===== config.mk =====
export PLATFORM = sky130hd
export DESIGN_NAME = cla_adder
export DESIGN_NICKNAME = d
export VERILOG_FILES = /design/src/rtl/cla_adder.sv
export SDC_FILE = /design/constraint.sdc
export NUM_CORES = 1
export LEC_CHECK = 0
export BUFFER_PORTS_ARGS = -buffer_cell sky130_fd_sc_hd__buf_4
export CORE_MARGIN = 2
export CORE_UTILIZATION = 40
export DETAILED_ROUTE_END_ITERATION = 8
export PLACE_DENSITY = 0.73
export SYNTH_ARGS = -nofsm -noshare
export SYNTH_HDL_FRONTEND = slang
export SYNTH_SLANG_ARGS = --single-unit

===== constraint.sdc =====
create_clock -name clk -period 4.6 [get_ports clk]
set_input_delay 0.46 -clock clk [delete_from_list [all_inputs] [get_ports clk]]
set_output_delay 0.46 -clock clk [all_outputs]
set_load 0.01 [all_outputs]

===== src/rtl/cla_adder.sv =====
// Two-level carry-lookahead adder behind a capture/compute/present FSM.
// Operands are latched on request; the sum is registered one edge later.
module cla_adder #(
  parameter int WIDTH = 4
) (
  input  logic             clk,
  input  logic             reset,
  input  logic             en,
  input  logic             c_in,
  input  logic [WIDTH-1:0] A,
  input  logic [WIDTH-1:0] B,
  output logic             ready,
  output logic [WIDTH-1:0] Output,
  output logic             c_out
);

  localparam int NB = WIDTH / 4;

  typedef enum logic [1:0] {
    IDLE,
    CALC,
    DONE
  } state_t;

  state_t state_q, state_d;

  logic [WIDTH-1:0] a_q, b_q;
  logic             cin_q;

  logic [WIDTH-1:0] g, p, c, sum;
  logic [NB-1:0]    gg, gp;
  logic [NB:0]      cb;
  logic             t;

  // CLA: per-bit g/p, group G/P, second-level block carries, then sums
  always_comb begin
    g   = a_q & b_q;
    p   = a_q ^ b_q;
    gg  = '0;
    gp  = '0;
    cb  = '0;
    c   = '0;
    t   = 1'b0;
    for (int bi = 0; bi < NB; bi++) begin
      gg[bi] = g[4*bi+3]
             | (p[4*bi+3] & g[4*bi+2])
             | (p[4*bi+3] & p[4*bi+2] & g[4*bi+1])
             | (p[4*bi+3] & p[4*bi+2] & p[4*bi+1] & g[4*bi]);
      gp[bi] = &p[4*bi +: 4];
    end
    cb[0] = cin_q;
    for (int j = 1; j <= NB; j++) begin
      t = cin_q;
      for (int m = 0; m < j; m++) t = t & gp[m];
      cb[j] = t;
      for (int k = 0; k < j; k++) begin
        t = gg[k];
        for (int m = k + 1; m < j; m++) t = t & gp[m];
        cb[j] = cb[j] | t;
      end
    end
    for (int bi = 0; bi < NB; bi++) begin
      c[4*bi]   = cb[bi];
      c[4*bi+1] = g[4*bi]
                | (p[4*bi] & cb[bi]);
      c[4*bi+2] = g[4*bi+1]
                | (p[4*bi+1] & g[4*bi])
                | (p[4*bi+1] & p[4*bi] & cb[bi]);
      c[4*bi+3] = g[4*bi+2]
                | (p[4*bi+2] & g[4*bi+1])
                | (p[4*bi+2] & p[4*bi+1] & g[4*bi])
                | (p[4*bi+2] & p[4*bi+1] & p[4*bi] & cb[bi]);
    end
    sum = p ^ c;
  end

  // State register
  always_ff @(posedge clk) begin
    if (reset) state_q <= IDLE;
    else       state_q <= state_d;
  end

  // Next state: one operation per en assertion
  always_comb begin
    state_d = state_q;
    unique case (state_q)
      IDLE:    if (en) state_d = CALC;
      CALC:    state_d = DONE;
      DONE:    if (!en) state_d = IDLE;
      default: state_d = IDLE;
    endcase
  end

  // Operand capture in IDLE, result capture in CALC
  always_ff @(posedge clk) begin
    if (reset) begin
      a_q    <= '0;
      b_q    <= '0;
      cin_q  <= 1'b0;
      Output <= '0;
      c_out  <= 1'b0;
    end else begin
      if (state_q == IDLE && en) begin
        a_q   <= A;
        b_q   <= B;
        cin_q <= c_in;
      end
      if (state_q == CALC) begin
        Output <= sum;
        c_out  <= cb[NB];
      end
    end
  end

  assign ready = (state_q == DONE);

endmodule


Word level (Yosys, flattened, before mapping). Index checks and enable logic that the tools add are counted.

Latch bits: 0. Register bits after elaboration: 16. Memory bits (writable): 0. Memories kept: 0. Bits of input ports: 12. Word-level logic and storage cells: 45. Memory bits (read-only): 0.

Equality and inequality tests: 4. $lt $le $gt $ge: 0. Reductions and logical operators: 4. Divide/modulo/power cells: 0. Muxes and demuxes: 3. Multipliers: 0. Shift-type cells: 0. Bitwise operators: 28. Add/subtract/negate cells: 0.

Operator list (count): 1-bit bitwise AND (15); 1-bit bitwise OR (10); 4-bit bitwise XOR (2); 2-bit one-hot mux with 3 select lines (1); 4-bit bitwise AND (1); 2-bit 2-to-1 mux (2); 2-bit != test (second input constant) (2); 4-bit AND reduction (1); 2-bit by 1-bit == test with 1-bit output (second input constant) (1); 2-bit == test (second input constant) (1); 2-bit logical NOT (1); 2-bit AND reduction (1); 1-bit logical AND (1).

Depth between registers and ports, before layout. Gate-level depths: netlist of the first run.

Word-level depth: 6. Gate-level depth with buffers: 5.

Worst setup path before layout of the first run. Ideal clock, no wire load.

Path type: reg2reg. From: reg a_q[0]. To: reg c_out. Data arrival time: 1323 ps. Period minus slack after synthesis: 1453 ps. Required time: 4470 ps. Stages on the path, launching flop included: 5. Slack: 3147 ps. Path through: dfxtp_1 ha_1 a211o_1 a2111oi_1 nor3_1.

Cells in the longest elaborated chain, start to end: 4.

RTL lines: start: declaration (RTL line 27) `logic [WIDTH-1:0] a_q, b_q;`; start signal: assignment (RTL line 97) `a_q <= '0;`; start signal: assignment (RTL line 104) `a_q <= A;`; 4-bit bitwise XOR / 4-bit bitwise AND (equally long branches) (RTL line 38, 37); 4-bit AND reduction / 1-bit bitwise AND (equally long branches) (RTL line 49, 48); 1-bit bitwise AND / 1-bit bitwise OR (equally long branches) (RTL line 54, 48); 1-bit bitwise OR * (RTL line 59) `cb[j] = cb[j] | t;`; end signal: assignment (RTL line 110) `c_out <= cb[NB];`; end: declaration (RTL line 14) `output logic c_out`.

Every way passes the cells marked *; elsewhere a longest branch is shown, timed or not. A chain may end at the register's enable or synchronous reset.

Final worst setup path of the first run.
From: reg state_q[0]. To: reg b_q[1].

Cells in the longest elaborated chain, start to end: 2.

RTL lines: start: declaration (RTL line 25) `state_t state_q, state_d;`; start signal: assignment (RTL line 80) `else state_q <= state_d;`; 2-bit logical NOT (RTL line 103) `if (state_q == IDLE && en) begin`; 1-bit logical AND (RTL line 103); end signal: assignment (RTL line 98) `b_q <= '0;`; end signal: assignment (RTL line 105) `b_q <= B;`; end: declaration (RTL line 27).

Every way passes these cells.

==> results.toml, run 1 <==
[run_status]
status = "finished, final reports clean"

[global_routing]
antenna_found_initial = 0
grt_max_degree = 17
grt_pass1_vias = 457
grt_pass1_wl_um = 1890
grt-ovfl-total = 0
track_usage_pct = 12.7

[clock_network]
post-cts-setup-buffers = 0
numCtsBuffers = 3
cts_max_path_buffers = 2
cts.htree.levels = 1
clkSlewWorstSetupHoldPaths_ps = 100
hold_buffers = 0
root_buffer = "clkbuf_4"
cts_tree = "built"
cts_num_sinks = 16
clock_latency_ps = 300
cts_resized = 0

[synthesis]
async_flop_share_pct = 0
synthCells = 74
syn_area_per_cell_um2 = 9.91
synth_seq_cells = 16
netlist_area_um2 = 733
yosysSeqAreaShare_pct = 43.7
synth_top_area_share_pct = 43.7
syn-num-nets = 91
yosys.area.top_type = "dfxtp_1"
synthFlopType = "dfxtp_1"
yosysWarningCount = 0
synthTopCellsByArea = "dfxtp_1 (44%), mux2i_1 (12%), ha_1 (6.8%)"
synth-edff-count = 0
ys_types = 29

[power]
p_per_area_nw_per_um2 = 323
p_leak_uw = 0.000424
ir_drop_mv = 0.140

[die]
dieWidth_um = 46.8
coreArea_um2 = 1730
die_h_um = 46.8
fp.dieArea_um2 = 2190
initial_core_util_pct = 42.5
io_pins = 18
placementRows = 15

[sta]
final-max-slew-violation-count = 0
clock.fmax_mhz = 635
layout_setup_ws_ps = 3020
finalCritPeriodShare_pct = 34.2
final.setup.tns_ps = 0
tightest_slew_ps = 929
hold_viol = 0
fin_worst_skew_ps = 12.2
finalCriticalPeriod_ps = 1580
rsz0062_at_grt = "false"
maxSlewHeadroom_pct = 37.8
finalSetupViolCount = 0

[place]
placedCellCount = 114
dp_slack_ps = 2870
dpl_cell_area_um2 = 886
io_buffer_count = 17
dp_hpwl_um = 986
finalWeightedCongestion = 0.694

[setup_path]
r2r_cells = 3
r2r_end = "b_q[1]"
startpoint = "state_q[0]"
path_cells = "nor3b_2, mux2i_1, nor2_1"
cp-endpoint = "b_q[1]"
worst-path-stages = 3
start_kind = "flop"
crit_buf_inv = 0
endpoint_kind = "flop"
r2r_start = "state_q[0]"
slowest_stage = "nor3b_2"
crit_required_ps = 4780
slowest_delay_ps = 780
critical_path.max_fanout = 10
cp.arrival_ps = 1760
worst-setup-path-type = "flop to flop"
path_delay_family = "simple AND/OR/NAND/NOR gates"
reg2reg_slack_ps = 3020

[routing]
routedWlPerCell_um = 11.0
vias_per_cell = 4.82
drt-pass1-iter-count = 4
drt_iter0_markers = 5
vias = 569
drc = 0
ant_nets = 0
totalWireLength_um = 1300

[final_layout]
area_delta_synth_final_pct = 25.8
diodes = 0
num-fill-cells = 179
fin_area_um2 = 922
nets = 111
drive_gt1_share_pct = 24.7
fin_cells = 118
final_core_util_pct = 53.4

[hold_path]
hold_path_class = "input port to flop"

[flow_run]
drv_cap = 0
cells in the mapped netlist (all sizes together) (2+ instances only):
| cell type | count |
|---|---|
| dfxtp | 16 |
| nor2 | 11 |
| mux2i | 9 |
| ha | 4 |
| inv | 4 |
| a211oi | 2 |
| a21oi | 2 |
| nand2 | 2 |
| nand2b | 2 |
| nand3 | 2 |
| nor3 | 2 |
worst reg2reg max path, stage by stage (launching register included):
cell and delay, ps:
dfxtp_1 360, nor3b_2 780, mux2i_1 270, nor2_1 50
per-stage QoR:
step	hold slack (ps)	total power [uW]
6_report	396	298
5_1_grt	390	315
4_1_cts	399	302
3_5_place_dp	446	208
3_3_place_gp	441	207
2_1_floorplan	465	190
layout by cell type (no fill, tap or decap), types with 3 or more instances in the layout:
master     n
buf_4     17
inv_1      4
ha_1       4
nor2_1    11
clkbuf_4   3
dfxtp_1   16
mux2i_1    9
cells by family (layout without fill, tap and decap cells):
kind of cell	Yosys count	count (layout)	share of synthesized area (%)
xor+xnor	1	1	1.19
compound gates	12	12	12.8
simple gates	25	25	16.9
flops	16	16	43.7
buf+inv	6	25	3.58
fa+ha+maj	5	5	9.56
mux	9	9	12.3
area by class of cell:
class | instances | area (um2) | share of cell area (%)
Timing Repair Buffer | 17 | 128 | 13.8
Tap cell | 25 | 31.3 | 3.39
Inverter | 4 | 15.0 | 1.63
Sequential cell | 16 | 320 | 34.7
Multi-Input combinational cell | 52 | 392 | 42.5
Clock buffer | 4 | 36.3 | 3.93
per-layer routing:
metal | up-vias | track usage [%] | routed length [um]
met5 | - | 0 | 0
met4 | 0 | 10.0 | 42
met3 | 5 | 2.31 | 46
met2 | 16 | 19.7 | 587
met1 | 252 | 15.4 | 623
li1 | 296 | - | -
flip-flops by register name (all words and copies together), names as in the netlist:
name	count
Output	4
a_q	4
b_q	4
c_out	1
cin_q	1
state_q	2
how the worst min path moves through the flow:
| stage | endpoint | slack [ps] | start | cells after the start |
|---|---|---|---|---|
| after floorplan | b_q[1] | 460 | b_q[1] | 2 |
| after global placement | Output[1] | 440 | Output[1] | 2 |
| after detailed placement | Output[1] | 450 | Output[1] | 2 |
| after CTS | b_q[2] | 400 | B[2] | 3 |
| after global routing | cin_q | 390 | c_in | 3 |
| final | b_q[2] | 400 | B[2] | 3 |
report_power, final:
part	leakage [uW]	internal [uW]	switching (uW)
combinational	0.000272	27.1	23.8
sequential	0.000131	147	5.90
clock	0.0000210	48.3	45.5
total	0.000424	223	75.2
Note: power is estimated with default switching activity, not from simulation.
==> run 2, diff against run 1 <==
ABC_AREA = 1   (was unset)
clock period = 1.6 ns   (was 4.6 ns; I/O delays follow)
==> results.toml, run 2 <==
[sta]
finalSetupViolCount = 0
fin_worst_skew_ps = 4.69
maxSlewHeadroom_pct = 79.0
finalCriticalPeriod_ps = 1340
final-max-slew-violation-count = 0
tightest_slew_ps = 314
rsz0062_at_grt = "false"
clock.fmax_mhz = 745
finalCritPeriodShare_pct = 83.9
final.setup.tns_ps = 0
hold_viol = 0

[clock_network]
hold_buffers = 0
clock_latency_ps = 280
root_buffer = "clkbuf_4"
cts_resized = 0
post-cts-setup-buffers = 0
cts_max_path_buffers = 2
numCtsBuffers = 3
cts.htree.levels = 1
cts_tree = "built"
cts_num_sinks = 16
clkSlewWorstSetupHoldPaths_ps = 90

[place]
placedCellCount = 136
dp_hpwl_um = 1040
io_buffer_count = 17
finalWeightedCongestion = 0.710

[synthesis]
yosysSeqAreaShare_pct = 43.3
syn-num-nets = 113
yosys.area.top_type = "dfxtp_1"
synth_top_area_share_pct = 43.3
ys_types = 19
yosysMostFrequentCell = "nor2_1"
netlist_area_um2 = 739
synthFlopType = "dfxtp_1"
yosysWarningCount = 0
synthCells = 96
synthTopCellsByCount = "nor2_1 (20), dfxtp_1 (16), inv_1 (11)"
async_flop_share_pct = 0
synth-edff-count = 0
synth_seq_cells = 16
synthTopCellsByArea = "dfxtp_1 (43%), nor2_1 (10%), ha_1 (6.8%)"
syn_area_per_cell_um2 = 7.70

[setup_path]
crit_required_ps = 1800
endpoint_kind = "flop"
worst-setup-path-type = "flop to flop"
reg2reg_slack_ps = 260
critical_path.max_fanout = 4
start_kind = "flop"
cp.arrival_ps = 1540

[final_layout]
reg_top3 = "Output: 4 flops, a_q: 4 flops, b_q: 4 flops"
final_core_util_pct = 52.4
area_delta_synth_final_pct = 22.3
fin_cells = 139
diodes = 0
nets = 133
drive_gt1_share_pct = 21.9
num-fill-cells = 184
final_common_cell = "nor2_1"
mostFrequentLayoutCells = "nor2_1 (20), buf_4 (17), dfxtp_1 (16), inv_1 (11), o21ai_0 (10)"

[global_routing]
grt_util_met1_pct = 16.3
antenna_found_initial = 0
grt_pass1_vias = 565
grt_max_degree = 15
grt_use_met3_pct = 6.92
grt_pass1_wl_um = 2250
track_usage_pct = 14.9
grt-ovfl-total = 0
busiest_layer = "met2"
gr-usage-met2_pct = 26.3

[routing]
totalWireLength_um = 1360
drt-pass1-iter-count = 4
vias_per_cell = 4.56
ant_nets = 0
drt_iter0_markers = 10
vias = 634
drc = 0
routedWlPerCell_um = 9.77

[die]
initial_core_util_pct = 42.8
coreArea_um2 = 1730
dieWidth_um = 47.0
fp.dieArea_um2 = 2210
io_pins = 18
die_h_um = 47.0
placementRows = 15

[flow_run]
drv_cap = 0

[power]
p_leak_uw = 0.000438
p_per_area_nw_per_um2 = 920
ir_drop_mv = 0.532

[run_status]
status = "finished, final reports clean"

[hold_path]
hold_path_class = "input port to flop"
-- run 2: layer usage --
layer,vias up,share of wire [%]
met5,-,0
met4,0,1.3
met3,5,5.8
met2,16,49
met1,271,44
li1,342,-
-- run 2: cells by family after synthesis --
group,count (synthesis),share of synthesized area (%)
adder cells (fa/ha/maj),5,9.48
AND/OR/NAND/NOR,40,24.4
buffers and inverters,15,8.80
flip-flops,16,43.3
XOR/XNOR,1,1.18
AO/OA/AOI/OAI,19,12.9
-- run 2: cell type report --
class,count,area [um2],area share [%]
inverter,13,48.8,5.39
timing repair buffer,17,128,14.1
multi-input combinational,65,354,39.1
sequential,16,320,35.4
clock buffer,3,22.5,2.49
tap,25,31.3,3.46
-- run 2: worst max-delay path, stage by stage (launching register included) --
cell and delay (ps):
dfxtp_1 320, ha_1 340, or2_0 230, nand2_1 80, nand2_1 70, nand2_1 60, nand3_1 60, nand2_1 70
inv_1 30
-- run 2: path summary, 6_finish.rpt --
check | end | startpoint | depth (start not counted)
max | Output[3] | a_q[2] | 8
min | state_q[1] | reset | 2
max reg2reg | Output[3] | a_q[2] | 8
min reg2reg | a_q[3] | a_q[3] | 2
-- run 2: metrics by stage --
stage / total power (uW) / hold WS [ps] / setup WS, ps / cell area [um2]
after floorplan: 577 / 229 / 347 / 739
after global placement: 629 / 357 / 310 / 882
after detailed placement: 638 / 362 / 260 / 882
after CTS: 842 / 53.9 / 244 / 905
after global routing: 885 / 59.0 / 103 / 905
final: 832 / 58.7 / 257 / 905
-- run 2: report_power, final --
part	switching (uW)	total, uW	leakage (uW)	internal (uW)
registers	18.4	450	0.000132	432
clock network	118	206	0.0000138	87.5
logic	95.9	176	0.000292	80.4
total	233	832	0.000438	599
==> run 3, diff against run 2 <==
ABC_AREA = 0   (was 1)
clock period = 1.4 ns   (was 1.6 ns; I/O delays follow)
==> results.toml, run 3 (synthesis gave the netlist of run 1 again) <==
[setup_path]
start_kind = "flop"
worst-setup-path-type = "flop to flop"
slowest_delay_ps = 410
path_cells = "ha_4, a211o_4, a2111o_1, nand3_1"
crit_buf_inv = 0
critical_path.max_fanout = 5
crit_required_ps = 1640
path_delay_family = "compound AO/OA/AOI/OAI gates"
endpoint_kind = "flop"
cp.arrival_ps = 1730
slowest_stage = "a2111o_1"

[final_layout]
final_common_cell = "buf_4"
reg_top3 = "Output: 4 flops, a_q: 4 flops, b_q: 4 flops"
nets = 115
num-fill-cells = 151
fin_area_um2 = 1020
drive_gt1_share_pct = 36.1
area_delta_synth_final_pct = 39.1
diodes = 0
mostFrequentLayoutCells = "buf_4 (21), dfxtp_1 (14), nor2_1 (11), mux2i_1 (9), inv_1 (4)"

[sta]
finalSetupViolCount = 4
finalCritPeriodShare_pct = 106
tightest_slew_ps = 331
clock.fmax_mhz = 671
hold_viol = 0
fin_worst_skew_ps = 3.26
finalCriticalPeriod_ps = 1490
rsz0062_at_grt = "true"
layout_setup_ws_ps = -91.0
final-max-slew-violation-count = 0
maxSlewHeadroom_pct = 77.9

[die]
placementRows = 15
fp.dieArea_um2 = 2190
coreArea_um2 = 1730
io_pins = 18
initial_core_util_pct = 42.5
dieWidth_um = 46.8
die_h_um = 46.8

[global_routing]
grt_pass1_vias = 546
antenna_found_initial = 0
grt-ovfl-total = 0
grt_pass1_wl_um = 2320
grt_max_degree = 17
track_usage_pct = 15.6

[routing]
routedWlPerCell_um = 12.7
vias = 611
drc = 0
drt_iter0_markers = 8
drt-pass1-iter-count = 4
totalWireLength_um = 1550
ant_nets = 0
vias_per_cell = 5.01

[clock_network]
cts_num_sinks = 16
hold_buffers = 0
cts.htree.levels = 1
numCtsBuffers = 3
cts_max_path_buffers = 2
root_buffer = "clkbuf_4"
clkSlewWorstSetupHoldPaths_ps = 100
clock_latency_ps = 290
post-cts-setup-buffers = 0
cts_tree = "built"

[place]
dp_hpwl_um = 1030
finalWeightedCongestion = 0.709
dpl_cell_area_um2 = 921
dp_slack_ps = -23.1
io_buffer_count = 17

[run_status]
status = "finished, violations left"
violations = "negative setup slack"

[power]
p_per_area_nw_per_um2 = 1010
p_seq_share_pct = 49.5
clock_power_share_pct = 30.3
p_switching_uw = 271
p_leak_uw = 0.000448
p_int_uw = 758
p_comb_share_pct = 20.2
p_total_uw = 1030
switching_share_pct = 26.3
ir_drop_mv = 0.519

[hold_path]
hold_path_class = "input port to flop"

[flow_run]
drv_cap = 0
run 3: cell types whose count changed in the layout (fill, tap and decap cells not counted), sizes merged, moves of 4 or more:
cell / before / now
o21ai: 12 / 1
nor2: 21 / 11
inv: 13 / 4
mux2i: 0 / 9
nand2: 10 / 2
a21oi: 7 / 2
buf: 17 / 21
nand3: 6 / 2
run 3: timing repair:
item	4_1_cts	5_1_grt
pin swaps	0	2
resized for setup	0	9
endpoints found under the setup margin	3	3
run 3: layout make-up:
cell class	count	area, um2	share of cell area, %
Multi-Input combinational cell	52	457	44.8
Inverter	4	15.0	1.47
Sequential cell	16	323	31.7
Timing Repair Buffer	21	158	15.5
Clock buffer	4	36.3	3.56
Tap cell	25	31.3	3.07
run 3: stage by stage:
step           utilization [%]  hold slack (ps)  TNS (ps)  cells
6_report                  59.1             77.3      -169    122
5_1_grt                   59.1             89.4      -330    122
4_1_cts                   55.4             80.2      -106    122
3_5_place_dp              53.3              381     -31.7    118
3_3_place_gp              53.3              374     -3.90    118
2_1_floorplan                -              209         0     74
run 3: layer usage:
metal	track usage, %	share of wire, %	vias up
met4	10.0	2.5	0
li1	-	-	308
met5	0	0	-
met2	25.2	46	15
met1	18.7	47	283
met3	3.46	3.9	5
run 3: worst paths after layout:
check,startpoint,endpoint,slack (ps),cells after the start
max reg2reg,a_q[0],Output[3],-90,4
min reg2reg,Output[1],Output[1],470,2
min,B[3],b_q[3],80,3
max,a_q[0],Output[3],-90,4
run 3: worst register-to-register path: cells and delay by family, from the launching register on:
family	cells	cell delay, ps
and+or+nand+nor	1	70
adders and majority gates	1	240
DFF	1	350
AOI/OAI and AO/OA	2	770
run 3: power by group through the flow:
stage                     combinational [uW]  sequential [uW]  clock (uW)
after floorplan                          112              513           0
after global placement                   183              512           0
after detailed placement                 186              514           0
after CTS                                188              504         315
after global routing                     230              514         327
final                                    208              510         311
